--- src/rtl/udp_tx_pkg.sv ---
// udp_tx_pkg: shared FSM encoding, source IDs and default widths for the UDP transmit arbiter.
// The optional round-robin tie-break is enabled with the macro UDP_TX_ARB_RR_EN.
package udp_tx_pkg;

   localparam int DEF_DATA_W = 32;
   localparam int DEF_BE_W   = DEF_DATA_W / 8;

   typedef enum logic [1:0] {
      IDLE    = 2'd0,
      GNT_ARP = 2'd1,
      GNT_IP  = 2'd2
   } arb_state_t;

   typedef enum logic {
      SRC_ARP = 1'b0,
      SRC_IP  = 1'b1
   } src_t;

endpackage

--- src/rtl/udp_tx_arbiter_if.sv ---
// udp_tx_arbiter_if: ARP and IP request/grant/beat handshakes plus the MAC transmit stream.
// slave is the arbiter's view; master is the view of the sources and the MAC.
interface udp_tx_arbiter_if
   import udp_tx_pkg::*;
#(
   parameter int DATA_W = DEF_DATA_W,
   parameter int BE_W   = DATA_W / 8
);

   logic              tx_arp_req_i;
   logic              tx_arp_gnt_o;
   logic              tx_arp_data_wld_i;
   logic              tx_arp_data_ready_o;
   logic [DATA_W-1:0] tx_arp_data_i;
   logic [BE_W-1:0]   tx_arp_data_be_i;
   logic              tx_arp_data_tlast_i;

   logic              tx_ip_req_i;
   logic              tx_ip_gnt_o;
   logic              tx_ip_data_wld_i;
   logic              tx_ip_data_ready_o;
   logic [DATA_W-1:0] tx_ip_data_i;
   logic [BE_W-1:0]   tx_ip_data_be_i;
   logic              tx_ip_data_tlast_i;

   logic              mac_tx_data_wld_o;
   logic              mac_tx_data_ready_i;
   logic [DATA_W-1:0] mac_tx_data_o;
   logic [BE_W-1:0]   mac_tx_data_be_o;
   logic              mac_tx_data_tlast_o;

   modport slave (
      input  tx_arp_req_i, tx_arp_data_wld_i, tx_arp_data_i, tx_arp_data_be_i, tx_arp_data_tlast_i,
      output tx_arp_gnt_o, tx_arp_data_ready_o,
      input  tx_ip_req_i, tx_ip_data_wld_i, tx_ip_data_i, tx_ip_data_be_i, tx_ip_data_tlast_i,
      output tx_ip_gnt_o, tx_ip_data_ready_o,
      output mac_tx_data_wld_o, mac_tx_data_o, mac_tx_data_be_o, mac_tx_data_tlast_o,
      input  mac_tx_data_ready_i
   );

   modport master (
      output tx_arp_req_i, tx_arp_data_wld_i, tx_arp_data_i, tx_arp_data_be_i, tx_arp_data_tlast_i,
      input  tx_arp_gnt_o, tx_arp_data_ready_o,
      output tx_ip_req_i, tx_ip_data_wld_i, tx_ip_data_i, tx_ip_data_be_i, tx_ip_data_tlast_i,
      input  tx_ip_gnt_o, tx_ip_data_ready_o,
      input  mac_tx_data_wld_o, mac_tx_data_o, mac_tx_data_be_o, mac_tx_data_tlast_o,
      output mac_tx_data_ready_i
   );

endinterface

--- src/rtl/udp_tx_skid.sv ---
// udp_tx_skid: 2-entry valid/ready register slice. Upstream ready is derived from registered
// occupancy only, so there is no combinational path from i_rdy to o_rdy.
module udp_tx_skid
   import udp_tx_pkg::*;
#(
   parameter int W = DEF_DATA_W + DEF_BE_W + 1
) (
   input  logic         i_clk,
   input  logic         i_rst_n,
   input  logic         i_vld,
   output logic         o_rdy,
   input  logic [W-1:0] i_data,
   output logic         o_vld,
   input  logic         i_rdy,
   output logic [W-1:0] o_data
);

   logic         r_out_vld;
   logic [W-1:0] r_out;
   logic         r_sk_vld;
   logic [W-1:0] r_sk;
   logic         w_push;

   assign o_rdy  = ~r_sk_vld;
   assign w_push = i_vld & ~r_sk_vld;
   assign o_vld  = r_out_vld;
   assign o_data = r_out;

   // The skid entry only fills while the output entry is stalled, and drains first.
   always_ff @(posedge i_clk) begin
      if (!i_rst_n) begin
         r_out_vld <= 1'b0;
         r_out     <= '0;
         r_sk_vld  <= 1'b0;
         r_sk      <= '0;
      end else if (i_rdy || !r_out_vld) begin
         if (r_sk_vld) begin
            r_out     <= r_sk;
            r_out_vld <= 1'b1;
            r_sk_vld  <= 1'b0;
         end else begin
            r_out_vld <= w_push;
            if (w_push) begin
               r_out <= i_data;
            end
         end
      end else if (w_push) begin
         r_sk     <= i_data;
         r_sk_vld <= 1'b1;
      end
   end

endmodule

--- src/rtl/udp_tx_arbiter.sv ---
// udp_tx_arbiter: grants the MAC to ARP or IP for one whole frame and forwards beats via a skid stage.
// Define UDP_TX_ARB_RR_EN for round-robin ties; otherwise ARP has fixed priority.
module udp_tx_arbiter
   import udp_tx_pkg::*;
#(
   parameter int DATA_W = DEF_DATA_W,
   parameter int BE_W   = DATA_W / 8
) (
   input  logic             clk_user_i,
   input  logic             reset_n_i,
   udp_tx_arbiter_if.slave  bus
);

   localparam int SK_W = DATA_W + BE_W + 1;

   arb_state_t      r_state;
   src_t            r_last_src;
   logic            r_gnt_arp;
   logic            r_gnt_ip;

   src_t            w_pick;
   src_t            w_tie_src;
   logic            w_in_vld;
   logic            w_sk_rdy;
   logic            w_acc;
   logic            w_out_vld;
   logic [SK_W-1:0] w_in_beat;
   logic [SK_W-1:0] w_out_beat;

`ifdef UDP_TX_ARB_RR_EN
   assign w_tie_src = (r_last_src == SRC_ARP) ? SRC_IP : SRC_ARP;
`else
   logic w_unused_last_src;
   assign w_tie_src         = SRC_ARP;
   assign w_unused_last_src = r_last_src;
`endif

   always_comb begin
      w_pick = SRC_ARP;
      if (bus.tx_arp_req_i && bus.tx_ip_req_i) begin
         w_pick = w_tie_src;
      end else if (bus.tx_ip_req_i) begin
         w_pick = SRC_IP;
      end
   end

   // Only the granted source can present a beat; in IDLE both grants are low.
   assign w_in_vld  = (r_gnt_arp & bus.tx_arp_data_wld_i) | (r_gnt_ip & bus.tx_ip_data_wld_i);
   assign w_in_beat = r_gnt_ip ?
                      {bus.tx_ip_data_i, bus.tx_ip_data_be_i, bus.tx_ip_data_tlast_i} :
                      {bus.tx_arp_data_i, bus.tx_arp_data_be_i, bus.tx_arp_data_tlast_i};
   assign w_acc     = w_in_vld & w_sk_rdy;

   assign bus.tx_arp_gnt_o        = r_gnt_arp;
   assign bus.tx_ip_gnt_o         = r_gnt_ip;
   assign bus.tx_arp_data_ready_o = r_gnt_arp & w_sk_rdy;
   assign bus.tx_ip_data_ready_o  = r_gnt_ip & w_sk_rdy;

   always_ff @(posedge clk_user_i) begin
      if (!reset_n_i) begin
         r_state    <= IDLE;
         r_last_src <= SRC_IP;
         r_gnt_arp  <= 1'b0;
         r_gnt_ip   <= 1'b0;
      end else begin
         case (r_state)
            IDLE: begin
               if (bus.tx_arp_req_i || bus.tx_ip_req_i) begin
                  r_last_src <= w_pick;
                  r_state    <= (w_pick == SRC_ARP) ? GNT_ARP : GNT_IP;
                  r_gnt_arp  <= (w_pick == SRC_ARP);
                  r_gnt_ip   <= (w_pick == SRC_IP);
               end
            end
            GNT_ARP, GNT_IP: begin
               if (w_acc && w_in_beat[0]) begin
                  r_state   <= IDLE;
                  r_gnt_arp <= 1'b0;
                  r_gnt_ip  <= 1'b0;
               end
            end
            default: begin
               r_state   <= IDLE;
               r_gnt_arp <= 1'b0;
               r_gnt_ip  <= 1'b0;
            end
         endcase
      end
   end

   udp_tx_skid #(.W(SK_W)) u_skid (
      .i_clk   (clk_user_i),
      .i_rst_n (reset_n_i),
      .i_vld   (w_in_vld),
      .o_rdy   (w_sk_rdy),
      .i_data  (w_in_beat),
      .o_vld   (w_out_vld),
      .i_rdy   (bus.mac_tx_data_ready_i),
      .o_data  (w_out_beat)
   );

   assign bus.mac_tx_data_wld_o   = w_out_vld;
   assign bus.mac_tx_data_o       = w_out_beat[SK_W-1 -: DATA_W];
   assign bus.mac_tx_data_be_o    = w_out_beat[BE_W:1];
   assign bus.mac_tx_data_tlast_o = w_out_beat[0];

endmodule

--- src/flat_wrapper.sv ---
// flat-port wrapper written by rule: the top's interface ports become plain ports
module udp_tx_arbiter_flat import udp_tx_pkg::*;
#(
   parameter int DATA_W = DEF_DATA_W,
   parameter int BE_W   = DATA_W / 8
)
  (clk_user_i, reset_n_i, bus_tx_arp_req_i, bus_tx_arp_data_wld_i, bus_tx_arp_data_i, bus_tx_arp_data_be_i, bus_tx_arp_data_tlast_i, bus_tx_arp_gnt_o, bus_tx_arp_data_ready_o, bus_tx_ip_req_i, bus_tx_ip_data_wld_i, bus_tx_ip_data_i, bus_tx_ip_data_be_i, bus_tx_ip_data_tlast_i, bus_tx_ip_gnt_o, bus_tx_ip_data_ready_o, bus_mac_tx_data_wld_o, bus_mac_tx_data_o, bus_mac_tx_data_be_o, bus_mac_tx_data_tlast_o, bus_mac_tx_data_ready_i);
  udp_tx_arbiter_if #(.DATA_W(DATA_W), .BE_W(BE_W)) bus_i ();
  input  logic clk_user_i;
  input  logic reset_n_i;
  input wire logic [$bits(bus_i.tx_arp_req_i)-1:0] bus_tx_arp_req_i;
  input wire logic [$bits(bus_i.tx_arp_data_wld_i)-1:0] bus_tx_arp_data_wld_i;
  input wire logic [$bits(bus_i.tx_arp_data_i)-1:0] bus_tx_arp_data_i;
  input wire logic [$bits(bus_i.tx_arp_data_be_i)-1:0] bus_tx_arp_data_be_i;
  input wire logic [$bits(bus_i.tx_arp_data_tlast_i)-1:0] bus_tx_arp_data_tlast_i;
  output wire logic [$bits(bus_i.tx_arp_gnt_o)-1:0] bus_tx_arp_gnt_o;
  output wire logic [$bits(bus_i.tx_arp_data_ready_o)-1:0] bus_tx_arp_data_ready_o;
  input wire logic [$bits(bus_i.tx_ip_req_i)-1:0] bus_tx_ip_req_i;
  input wire logic [$bits(bus_i.tx_ip_data_wld_i)-1:0] bus_tx_ip_data_wld_i;
  input wire logic [$bits(bus_i.tx_ip_data_i)-1:0] bus_tx_ip_data_i;
  input wire logic [$bits(bus_i.tx_ip_data_be_i)-1:0] bus_tx_ip_data_be_i;
  input wire logic [$bits(bus_i.tx_ip_data_tlast_i)-1:0] bus_tx_ip_data_tlast_i;
  output wire logic [$bits(bus_i.tx_ip_gnt_o)-1:0] bus_tx_ip_gnt_o;
  output wire logic [$bits(bus_i.tx_ip_data_ready_o)-1:0] bus_tx_ip_data_ready_o;
  output wire logic [$bits(bus_i.mac_tx_data_wld_o)-1:0] bus_mac_tx_data_wld_o;
  output wire logic [$bits(bus_i.mac_tx_data_o)-1:0] bus_mac_tx_data_o;
  output wire logic [$bits(bus_i.mac_tx_data_be_o)-1:0] bus_mac_tx_data_be_o;
  output wire logic [$bits(bus_i.mac_tx_data_tlast_o)-1:0] bus_mac_tx_data_tlast_o;
  input wire logic [$bits(bus_i.mac_tx_data_ready_i)-1:0] bus_mac_tx_data_ready_i;
  assign bus_i.tx_arp_req_i = bus_tx_arp_req_i;
  assign bus_i.tx_arp_data_wld_i = bus_tx_arp_data_wld_i;
  assign bus_i.tx_arp_data_i = bus_tx_arp_data_i;
  assign bus_i.tx_arp_data_be_i = bus_tx_arp_data_be_i;
  assign bus_i.tx_arp_data_tlast_i = bus_tx_arp_data_tlast_i;
  assign bus_tx_arp_gnt_o = bus_i.tx_arp_gnt_o;
  assign bus_tx_arp_data_ready_o = bus_i.tx_arp_data_ready_o;
  assign bus_i.tx_ip_req_i = bus_tx_ip_req_i;
  assign bus_i.tx_ip_data_wld_i = bus_tx_ip_data_wld_i;
  assign bus_i.tx_ip_data_i = bus_tx_ip_data_i;
  assign bus_i.tx_ip_data_be_i = bus_tx_ip_data_be_i;
  assign bus_i.tx_ip_data_tlast_i = bus_tx_ip_data_tlast_i;
  assign bus_tx_ip_gnt_o = bus_i.tx_ip_gnt_o;
  assign bus_tx_ip_data_ready_o = bus_i.tx_ip_data_ready_o;
  assign bus_mac_tx_data_wld_o = bus_i.mac_tx_data_wld_o;
  assign bus_mac_tx_data_o = bus_i.mac_tx_data_o;
  assign bus_mac_tx_data_be_o = bus_i.mac_tx_data_be_o;
  assign bus_mac_tx_data_tlast_o = bus_i.mac_tx_data_tlast_o;
  assign bus_i.mac_tx_data_ready_i = bus_mac_tx_data_ready_i;
  udp_tx_arbiter #(.DATA_W(DATA_W), .BE_W(BE_W)) u_core (.clk_user_i(clk_user_i), .reset_n_i(reset_n_i), .bus(bus_i));
endmodule
--- config.mk ---
export PLATFORM = sky130hd
export DESIGN_NAME = udp_tx_arbiter_flat
export DESIGN_NICKNAME = d
export VERILOG_FILES = /design/src/rtl/udp_tx_pkg.sv /design/src/rtl/udp_tx_arbiter_if.sv /design/src/rtl/udp_tx_skid.sv /design/src/rtl/udp_tx_arbiter.sv /design/src/flat_wrapper.sv
export SDC_FILE = /design/constraint.sdc
export NUM_CORES = 1
export LEC_CHECK = 0
export BUFFER_PORTS_ARGS = -buffer_cell sky130_fd_sc_hd__buf_2
export CAP_MARGIN = 40
export CORE_AREA = 2 2 84 86
export CTS_CLUSTER_DIAMETER = 80
export DETAILED_ROUTE_END_ITERATION = 7
export DIE_AREA = 0 0 86 88
export GPL_TIMING_DRIVEN = 0
export PLACE_DENSITY_LB_ADDON = 0.12
export REMOVE_ABC_BUFFERS = 1
export SETUP_SLACK_MARGIN = 0.1
export SLEW_MARGIN = 20
export SYNTH_ARGS = -nofsm -noshare
export SYNTH_HDL_FRONTEND = slang
export SYNTH_SLANG_ARGS = --single-unit
--- constraint.sdc ---
create_clock -name clk_user_i -period 2.5 [get_ports clk_user_i]
set_input_delay 0.375 -clock clk_user_i [delete_from_list [all_inputs] [get_ports clk_user_i]]
set_output_delay 0.375 -clock clk_user_i [all_outputs]
set_load 0.05 [all_outputs]
---- Yosys cells after proc, flatten, opt, wreduce, memory -nomap -nowiden ----
Index checks and enable logic that the tools add are counted.
cells by class
  add/subtract/negate cells ............... 0
  multiply operators ...................... 0
  divide/modulo/power cells ............... 0
  order comparisons ....................... 0
  eq/ne operators ......................... 4
  shift-type cells ........................ 0
  muxes and demuxes ....................... 15
  bitwise logic cells ..................... 10
  reduce and logical (&&, ||, !) cells .... 12
operator list
  operator                                        count
  two-way mux 37 bit                              3
  two-way mux 1 bit                               6
  two-way mux 2 bit                               3
  AND reduction 2 bit                             3
  AND 1 bit                                       5
  != test 2 x 1 -> 1 bit (second input constant)  2
  NOT 1 bit                                       4
  one-hot mux 1 bit (2 select lines)              2
  one-hot mux 2 bit (2 select lines)              1
  OR reduction 2 bit                              2
  == test 2 x 1 -> 1 bit (second input constant)  1
  == test 2 bit (second input constant)           1
  logical AND 1 bit                               2
  logical NOT 2 bit                               1
  logical OR 1 bit                                2
  nonzero test 2 bit                              1
  logical NOT 1 bit                               1
  bitwise OR 1 bit                                1
word-level totals
  bits in registers ....................... 80
  latch bits .............................. 0
  bits in writable memories ............... 0
  memory bits (read-only) ................. 0
  input port bits ......................... 81
  output and inout bits ................... 42
  logic and storage cells ................. 48
  memories ................................ 0

---- Depth between registers and ports, before layout ----
Gate-level depths: netlist of the first run.
  depth after elaboration ................. 6
  depth in mapped cells ................... 8

---- Cells and area by module ----
Synthesis of the first run repeated with hierarchy kept, for this count alone.
unflattened totals
  cell total of the unflattened synthesis .. 404
  area, all modules ....................... 3858.7 sq um
modules (own cells, without submodules)
  module          instances  cells each  area each (sq um)  sequential area each (sq um)
  udp_tx_skid     1          341         3249.4             1521.5
  udp_tx_arbiter  1          63          609.3              40.0

---- Least setup slack after synthesis of the first run ----
Ideal clock, no wire load.
  path kind ............................... register -> output
  start point ............................. reg u_core.r_gnt_ip (netlist: u_core.bus.tx_ip_gnt_o)
  end point ............................... out bus_tx_ip_data_ready_o
  arrival ................................. 1884 ps
  required time ........................... 2125 ps
  path slack .............................. 241 ps
  cell stages (with the launch flop) ...... 6
  buffers on the path ..................... 3
  path through ............................ dfxtp_1 -> buf_6 -> buf_6 -> buf_4 -> inv_1 -> nor2_1
on the way
  longest elaborated chain between the ends .. 1
ends and longest elaborated chain
  what                    line                  source
  from (decl)             udp_tx_arbiter.sv:19  logic r_gnt_ip;
  from (signal assigned)  udp_tx_arbiter.sv:72  r_gnt_ip <= (w_pick == SRC_IP);
  AND 1 bit               udp_tx_arbiter.sv:57  assign bus.tx_ip_data_ready_o = r_gnt_ip & w_sk_rdy;
  to (decl)               flat_wrapper.sv:24    output wire logic [$bits(bus_i.tx_ip_data_ready_o)-1:0] bus_tx_ip_data_ready_o;
Every way passes these cells.

---- Worst setup path after layout of the first run ----
  start point ............................. reg u_core.r_gnt_ip (netlist: u_core.bus.tx_ip_gnt_o)
  end point ............................... reg u_core.u_skid.r_sk[17]
on the way
  longest elaborated chain between the ends .. 4
  elaborated cells between the ends (all ways) .. 5
  classes of those cells .................. 1 x mux; 3 x bitwise; 1 x reduce/logical
ends and longest elaborated chain
  what                           line                  source
  AND 1 bit                      udp_tx_arbiter.sv:48  assign w_in_vld = (r_gnt_arp & bus.tx_arp_data_wld_i) | (r_gnt_ip & bus.tx_ip_data_wld_i);
  bitwise OR 1 bit               udp_tx_arbiter.sv:48
  AND 1 bit                      udp_tx_skid.sv:25     assign w_push = i_vld & ~r_sk_vld;
  AND reduction 2 bit (no line)  --
  to (signal assigned)           udp_tx_skid.sv:48     r_sk <= i_data;
  to (decl)                      udp_tx_skid.sv:21     logic [W-1:0] r_sk;
Parallel ways exist; a longest one is shown, timed or not.
A chain may end at the register's enable or synchronous reset.

==> flow_summary.ini, run 1 <==
[yosys]
ys_types = 24
synth_top_area_cell = dfxtp_1
syn_area_per_cell_sq_um = 8.15
synth_sequential_area_ratio_pct = 44.3
ys_ff_latch = 78
ys.flop_type = dfxtp_1
synth_edf_count = 0
synth_area_leaders = dfxtp_1, nand2_1, mux2i_1
netlist_instances = 432
yosys-top-cells-count = nand2_1, dfxtp_1, a211oi_1, a21oi_1, nor2_1
yosysTopAreaCellShare_pct = 44.3
async_reset_ff_share_pct = 0
synth.most_common_cell = nand2_1
ys_warn_count = 0
synth_area_sq_um = 3520

[route]
finalWirelength_mm = 8.09
drt_drc_violations_left = 0
vias = 3242
drtIter0Drc = 142
firstDrtPassIters = 4
routedWlPerCell_microns = 13.0
final_antenna_net_count = 0
vias_per_cell = 5.22

[cells_and_area]
nFillCells = 567
n_antenna_cell = 0
fin_util_pct = 66.9
layout.cells.non_filler = 621
drive_gt1_share_pct = 28.1
area_growth_syn_to_layout_pct = 26.3
fin_area_sq_um = 4450
layout.nets = 618

[sta]
period_share_pct = 80.3
setup_tns_ns = 0
fin_skew_ns = 0.00799
slew_headroom_pct = 48.7
worstMarginPinSlew_ns = 0.770
fin_crit_ns = 2.01
setup-violations-final = 0
rsz0062_at_grt = false
timing.fmax_mhz = 498
fin_hold_ws_ns = 0.299
finalMaxSlewViolations = 0
final_hold_viol_count = 0

[setup_path]
reg2reg_to = u_core.u_skid.r_sk[17]$_SDFFE_PN0P_
crit_fanout = 23
cp-endpoint = u_core.u_skid.r_sk[17]$_SDFFE_PN0P_
path_class = reg2reg
endpoint_kind = flop
worstSetupStartpoint = u_core.bus.tx_ip_gnt_o$_SDFFE_PN0P_
critPathLaunchType = flop
cp.required_ns = 2.76
rrSetupSlack_ns = 0.49
r2r-start = u_core.bus.tx_ip_gnt_o$_SDFFE_PN0P_
rr_worst_depth = 5
worstPathArrival_ns = 2.27

[job]
cap_viol_max_count = 0

[floorplan]
design.die.area_sq_um = 7570
core_area_sq_um = 6640
dieHeight_microns = 88
io_pins = 123
start_util_pct = 53.0
row_count = 30
die_x_microns = 86

[placed_design]
hpwl_mm = 5.21
io_buffer_count = 122
dp_cells = 604
place_congestion = 0.716
dpl_cell_area_sq_um = 4150

[clock_network]
cts.sink_count = 78
clk_pin_slew_ns = 0.08
cts-resized-gates = 0
cts_hold_buf = 0
post_cts_buffers = 0
cts_tree = yes
cts-buffers-inserted = 9
cts.htree.levels = 3
clock_tree.buffer_depth = 2
insertion_delay_ns = 0.35
cts_root_buffer = clkbuf_8

[worst_hold_path]
hp-class = in2reg
hold_depth = 3

[global_route]
gr-total-overflow = 0
grt_pass1_vias = 2952
grt_usage_pct = 21.5
grt_pass1_wl_mm = 13.0
grt_max_degree = 80
antenna_found_initial = 0

[power_and_ir_drop]
cellPowerDensity_nw_per_um2 = 1010
vdd_drop_max_uv = 734
p_leak_nw = 1.73

[status]
outcome = finished clean
==> logic make-up after synthesis <==
group | Yosys count | share of synthesized area (%)
adder cells (fa/ha/maj) | 1 | 0.355
AND/OR/NAND/NOR | 158 | 17.5
multiplexers | 37 | 10.5
flip-flops | 78 | 44.3
buffers and inverters | 39 | 6.61
AO/OA/AOI/OAI | 119 | 20.7
==> registers in the layout (all words and copies together), names as in the netlist <==
signal and count:
u_core.bus.tx_ip_gnt_o 1, u_core.r_state 1, u_core.u_skid.o_data 37, u_core.u_skid.o_vld 1, u_core.u_skid.r_sk 37, u_core.u_skid.r_sk_vld 1
==> per-layer routing <==
layer | track usage (%) | routed length [microns]
met5 | 0 | 0
met4 | 8.51 | 100
met3 | 3.58 | 350
met2 | 38.0 | 3950
met1 | 26.1 | 3690
==> through the flow <==
stage	setup slack (ns)	total power, mW
2_1_floorplan	-2.32	2.76
3_3_place_gp	-3.36	3.15
3_5_place_dp	0.258	3.24
4_1_cts	0.236	4.52
5_1_grt	0.336	4.75
6_report	0.491	4.51
==> worst min path at each step <==
| stage | from | end | slack, ns |
|---|---|---|---|
| floorplan | u_core.u_skid.r_sk[0]$_SDFFE_PN0P_ | u_core.u_skid.r_sk[0]$_SDFFE_PN0P_ | 0.48 |
| global placement | u_core.u_skid.o_data[23]$_SDFFE_PN0P_ | u_core.u_skid.o_data[23]$_SDFFE_PN0P_ | 0.43 |
| detailed placement | u_core.u_skid.o_data[25]$_SDFFE_PN0P_ | u_core.u_skid.o_data[25]$_SDFFE_PN0P_ | 0.44 |
| CTS | bus_tx_arp_req_i | u_core.bus.tx_ip_gnt_o$_SDFFE_PN0P_ | 0.29 |
| global route | bus_tx_arp_req_i | u_core.r_state[0]$_SDFFE_PN0P_ | 0.29 |
| finish | bus_tx_arp_req_i | u_core.bus.tx_ip_gnt_o$_SDFFE_PN0P_ | 0.30 |
==> layout by cell type, fill, tap and decap left out, types with 3 or more instances in the layout <==
cell type,n
a211oi_1,39
nand2b_1,3
a21oi_1,39
nor2_1,39
bufinv_16,4
nand2_1,111
dfxtp_1,76
buf_2,122
clkbuf_8,9
o21ai_0,37
mux2i_1,37
==> power by group <==
group          internal (mW)  switching, mW  leakage, nW
clock network          0.825          0.453        0.135
logic                  0.537           1.13        0.959
registers               1.41          0.150        0.633
==> cell type report <==
class,count,area (sq um),area share (%)
Clock inverter,5,128,2.87
Multi-Input combinational cell,315,1740,39.1
Clock buffer,11,153,3.43
Sequential cell,78,1570,35.3
Timing Repair Buffer,129,747,16.8
Tap cell,80,100,2.25
Inverter,3,12.5,0.281
==> worst max-delay path: stages, from the launching register on <==
cell and delay [ns]:
dfxtp_4 0.63, a22oi_1 0.21, nor3_4 0.50, buf_6 0.28, nor2_1 0.07, a211oi_1 0.22
Note: power is estimated with default switching activity, not from simulation.
==> run 2, diff against run 1 <==
--- a/config.mk
+++ b/config.mk
@@ -7,10 +7,10 @@
 export LEC_CHECK = 0
 export BUFFER_PORTS_ARGS = -buffer_cell sky130_fd_sc_hd__buf_2
 export CAP_MARGIN = 40
-export CORE_AREA = 2 2 84 86
+export CORE_AREA = 2 2 92 94
 export CTS_CLUSTER_DIAMETER = 80
 export DETAILED_ROUTE_END_ITERATION = 7
-export DIE_AREA = 0 0 86 88
+export DIE_AREA = 0 0 94 96
 export GPL_TIMING_DRIVEN = 0
 export PLACE_DENSITY_LB_ADDON = 0.12
 export REMOVE_ABC_BUFFERS = 1
==> constraint.sdc (replaced) <==
create_clock -name clk_user_i -period 1.75 [get_ports clk_user_i]
set_input_delay 0.2625 -clock clk_user_i [delete_from_list [all_inputs] [get_ports clk_user_i]]
set_output_delay 0.2625 -clock clk_user_i [all_outputs]
set_load 0.05 [all_outputs]
==> flow_summary.ini, run 2 (synthesized netlist as in run 1, its figures left out) <==
[clock_network]
cts_root_buffer = clkbuf_8
insertion_delay_ns = 0.33
clk_pin_slew_ns = 0.08
cts.htree.levels = 3
cts-buffers-inserted = 9
cts_tree = yes
cts.sink_count = 78
clock_tree.buffer_depth = 2

[cells_and_area]
layout.nets = 629
n_antenna_cell = 0
fin_util_pct = 56.1
layout_commonest_cell = buf_2
mostFrequentLayoutCells = buf_2, nand2_1, dfxtp_1
final-seq-area_sq_um = 1570
multi_input_area_sq_um = 1740
drive_gt1_share_pct = 29.3
nFillCells = 766
area_growth_syn_to_layout_pct = 28.1

[sta]
rsz0062_at_grt = true
slew_headroom_pct = 65.9
fin_crit_ns = 1.50
finalMaxSlewViolations = 0
setup-violations-final = 0
period_share_pct = 85.7
worst_slack_ns = 0.250
timing.fmax_mhz = 667
fin_skew_ns = 0.0110
worstMarginPinSlew_ns = 0.512
final_hold_viol_count = 0

[placed_design]
place_ws_ns = -0.629
io_buffer_count = 122
hpwl_mm = 5.30
place_congestion = 0.703

[power_and_ir_drop]
vdd_drop_max_uv = 857
cellPowerDensity_nw_per_um2 = 1310
p_leak_nw = 1.75

[setup_path]
slowest_stage = dfxtp_4
critPathLaunchType = flop
cp.required_ns = 1.49
endpoint_kind = output port
cp_slowest_stage_delay_ns = 0.39
cp.depth = 4
path_class = reg2out
rr_worst_depth = 5
crit_fanout = 5
path_cells = buf_4, inv_1, nor2_1, buf_2
worst-path-buf-inv = 3
critical-path-top-delay-family = buffers and inverters
worstPathArrival_ns = 1.24

[global_route]
gr-total-overflow = 0
grt_pass1_vias = 2954
grt_pass1_wl_mm = 14.2
antenna_found_initial = 0
grt_usage_pct = 19.9
grt_max_degree = 44

[route]
vias_per_cell = 5.01
drtIter0Drc = 92
finalWirelength_mm = 8.90
final_antenna_net_count = 0
routedWlPerCell_microns = 13.5
drt_drc_violations_left = 0
firstDrtPassIters = 4
vias = 3293

[floorplan]
design.die.area_sq_um = 9020
io_pins = 123
start_util_pct = 43.7
dieHeight_microns = 96
die_x_microns = 94
core_area_sq_um = 8050
row_count = 33

[job]
cap_viol_max_count = 0

[worst_hold_path]
hp-class = in2reg
hold_depth = 2

[status]
outcome = finished clean
==> run 2: cell count changes in the layout (fill, tap and decap cells not counted), sizes merged <==
cell      delta
clkinv       +4
buf         +11
clkinvlp     -1
clkbuf       +1
bufinv       -4
==> run 2: per-layer routing <==
metal | wire length, microns | vias up | part of all wire [%] | GRT usage [%]
li1 | - | 1710 | - | -
met1 | 4090 | 1500 | 46 | 26.0
met2 | 4330 | 74 | 49 | 33.9
met3 | 392 | 9 | 4.4 | 3.13
met4 | 87 | 0 | 0.98 | 6.16
met5 | 0 | - | 0 | 0
==> run 2: cell type report <==
class / instances / share of cell area, %
Timing Repair Buffer: 140 / 19.9
Inverter: 3 / 0.277
Tap cell: 105 / 2.91
Clock buffer: 12 / 2.99
Clock inverter: 4 / 0.527
Multi-Input combinational cell: 315 / 38.6
Sequential cell: 78 / 34.8
==> run 2: through the flow <==
step	TNS [ns]	hold slack (ns)	instances	area (sq um)	power, mW
6_report	0	0.197	657	4510	5.93
5_1_grt	0	0.192	657	4510	6.29
4_1_cts	0	0.181	656	4500	5.99
3_5_place_dp	-26.94	0.441	629	4200	4.63
3_3_place_gp	-240.66	0.434	623	4040	4.51
2_1_floorplan	-170.26	0.415	396	3300	3.95
==> run 2: repair_timing <==
| action | CTS | global route |
|---|---|---|
| resized for setup | 1 | 1 |
| setup endpoints to repair | 79 | 29 |
| pin swaps | 3 | 1 |
| buffers inserted | 11 | 1 |
| hold buffers | 0 | 0 |
==> run 2: final timing paths <==
check	start	to	slack [ns]
max	u_core.bus.tx_ip_gnt_o$_SDFFE_PN0P_	bus_tx_ip_data_ready_o	0.25
min	bus_tx_arp_req_i	u_core.r_state[0]$_SDFFE_PN0P_	0.20
max reg2reg	u_core.u_skid.r_sk_vld$_SDFFE_PP0P_	u_core.u_skid.r_sk[18]$_SDFFE_PN0P_	0.26
min reg2reg	u_core.u_skid.o_data[12]$_SDFFE_PN0P_	u_core.u_skid.o_data[12]$_SDFFE_PN0P_	0.45
==> run 2: worst reg2reg max path, delay by kind of cell (launching register included) <==
kind            cells  cell delay [ns]
flops               1             0.46
buf+inv             2             0.39
simple gates        2             0.36
compound gates      1             0.20
==> run 2: where the power goes <==
part / internal, mW / switching, mW
sequential: 2.01 / 0.133
combinational: 0.901 / 1.76
clock: 0.513 / 0.613
total: 3.43 / 2.51
==> run 3, diff against run 2 <==
--- a/config.mk
+++ b/config.mk
@@ -13,6 +13,7 @@
 export DIE_AREA = 0 0 94 96
 export GPL_TIMING_DRIVEN = 0
 export PLACE_DENSITY_LB_ADDON = 0.12
+export RECOVER_POWER = 25
 export REMOVE_ABC_BUFFERS = 1
 export SETUP_SLACK_MARGIN = 0.1
 export SLEW_MARGIN = 20
==> flow_summary.ini, run 3 (synthesized netlist as in run 1, its figures left out) <==
[status]
outcome = finished clean

[clock_network]
cts_tree = yes
cts_root_buffer = clkbuf_8
cts-buffers-inserted = 9
clock_tree.buffer_depth = 2
cts.htree.levels = 3
insertion_delay_ns = 0.33
clk_pin_slew_ns = 0.08
cts.sink_count = 78
cts_hold_buf = 0

[setup_path]
cp.required_ns = 1.49
critPathLaunchType = flop
slowest_stage = dfxtp_4
path_cells = buf_4, inv_1, nor2_1, buf_2
critical-path-top-delay-family = buffers and inverters
worstPathArrival_ns = 1.24
cp_slowest_stage_delay_ns = 0.39
path_class = reg2out
endpoint_kind = output port
crit_fanout = 5
worst-path-buf-inv = 3

[sta]
finalMaxSlewViolations = 0
period_share_pct = 85.7
timing.fmax_mhz = 667
slew_headroom_pct = 57.8
final_hold_viol_count = 0
worstMarginPinSlew_ns = 0.635
fin_skew_ns = 0.0107
setup_tns_ns = 0
setup-violations-final = 0
fin_crit_ns = 1.50
rsz0062_at_grt = true
worst_slack_ns = 0.251

[power_and_ir_drop]
cellPowerDensity_nw_per_um2 = 1320
p_int_mw = 3.39
switching_share_pct = 42.6
clockPowerShare_pct = 19.1
p_leak_nw = 1.64
vdd_drop_max_uv = 856
finalPower_mw = 5.90
p_seq_share_pct = 36.5
p_sw_mw = 2.51
power_frac_comb_pct = 44.4

[route]
routedWlPerCell_microns = 13.5
final_antenna_net_count = 0
drt_drc_violations_left = 0
vias_per_cell = 5.05
firstDrtPassIters = 4
vias = 3315
drtIter0Drc = 86
finalWirelength_mm = 8.90

[floorplan]
dieHeight_microns = 96
io_pins = 123
start_util_pct = 43.7
die_x_microns = 94
design.die.area_sq_um = 9020
core_area_sq_um = 8050
row_count = 33

[worst_hold_path]
hp-class = in2reg

[global_route]
grt_usage_pct = 19.9
grt_max_degree = 44
antenna_found_initial = 0
grt_pass1_vias = 2954
gr-total-overflow = 0
grt_pass1_wl_mm = 14.2

[placed_design]
io_buffer_count = 122
hpwl_mm = 5.30
place_congestion = 0.703
dpl_cell_area_sq_um = 4200
place_ws_ns = -0.629

[cells_and_area]
layout_commonest_cell = nand2_1
fin_util_pct = 55.6
layout.nets = 629
area_growth_syn_to_layout_pct = 27.1
mostFrequentLayoutCells = nand2_1, buf_2, dfxtp_1
drive_gt1_share_pct = 24.3
fin_area_sq_um = 4480
n_antenna_cell = 0
nFillCells = 776

[job]
cap_viol_max_count = 0
-- run 3: cell types whose count changed in the layout (fill, tap and decap cells not counted), sizes merged --
cell    before  now
buf        140  112
clkbuf      12   40
-- run 3: per-layer routing --
metal | up-vias | global-route usage [%] | routed length [microns]
li1 | 1711 | - | -
met1 | 1512 | 26.0 | 4070
met2 | 83 | 33.9 | 4310
met3 | 9 | 3.13 | 428
met4 | 0 | 6.16 | 91
met5 | - | 0 | 0
-- run 3: power groups by stage --
| stage | clock network, mW | registers, mW | logic, mW |
|---|---|---|---|
| after floorplan | 0 | 2.98 | 0.972 |
| after global placement | 0 | 2.31 | 2.20 |
| after detailed placement | 0 | 2.33 | 2.30 |
| after CTS | 1.16 | 2.15 | 2.68 |
| after global routing | 1.23 | 2.18 | 2.84 |
| final | 1.13 | 2.15 | 2.62 |
-- run 3: cell type report --
class | instances | area [sq um] | share of cell area [%]
clock buffers | 12 | 135 | 3.02
clock inverters | 4 | 23.8 | 0.531
inverters | 3 | 12.5 | 0.279
multi-input cells | 315 | 1740 | 38.9
flip-flops and latches | 78 | 1570 | 35.1
well taps | 105 | 131 | 2.93
repair buffers | 140 | 863 | 19.3
-- run 3: final timing paths --
check	start	endpoint	slack, ns	cells after the start
worst max-delay path	u_core.bus.tx_ip_gnt_o$_SDFFE_PN0P_	bus_tx_ip_data_ready_o	0.25	4
worst min-delay path	bus_tx_arp_req_i	u_core.r_state[0]$_SDFFE_PN0P_	0.20	2
worst max register to register	u_core.u_skid.r_sk_vld$_SDFFE_PP0P_	u_core.u_skid.r_sk[18]$_SDFFE_PN0P_	0.26	5
worst min register to register	u_core.u_skid.o_data[12]$_SDFFE_PN0P_	u_core.u_skid.o_data[12]$_SDFFE_PN0P_	0.45	2
-- run 3: timing repair --
item / in CTS / in global routing
resized for setup: 1 / 1
setup endpoints to repair: 79 / 29
cloned: 0 / 0
setup buffers: 11 / 1
pin swaps: 3 / 1
-- run 3: per-stage QoR --
stage | hold slack (ns) | instances
6_report | 0.198 | 657
5_1_grt | 0.192 | 657
4_1_cts | 0.181 | 656
3_5_place_dp | 0.441 | 629
3_3_place_gp | 0.434 | 623
2_1_floorplan | 0.415 | 396
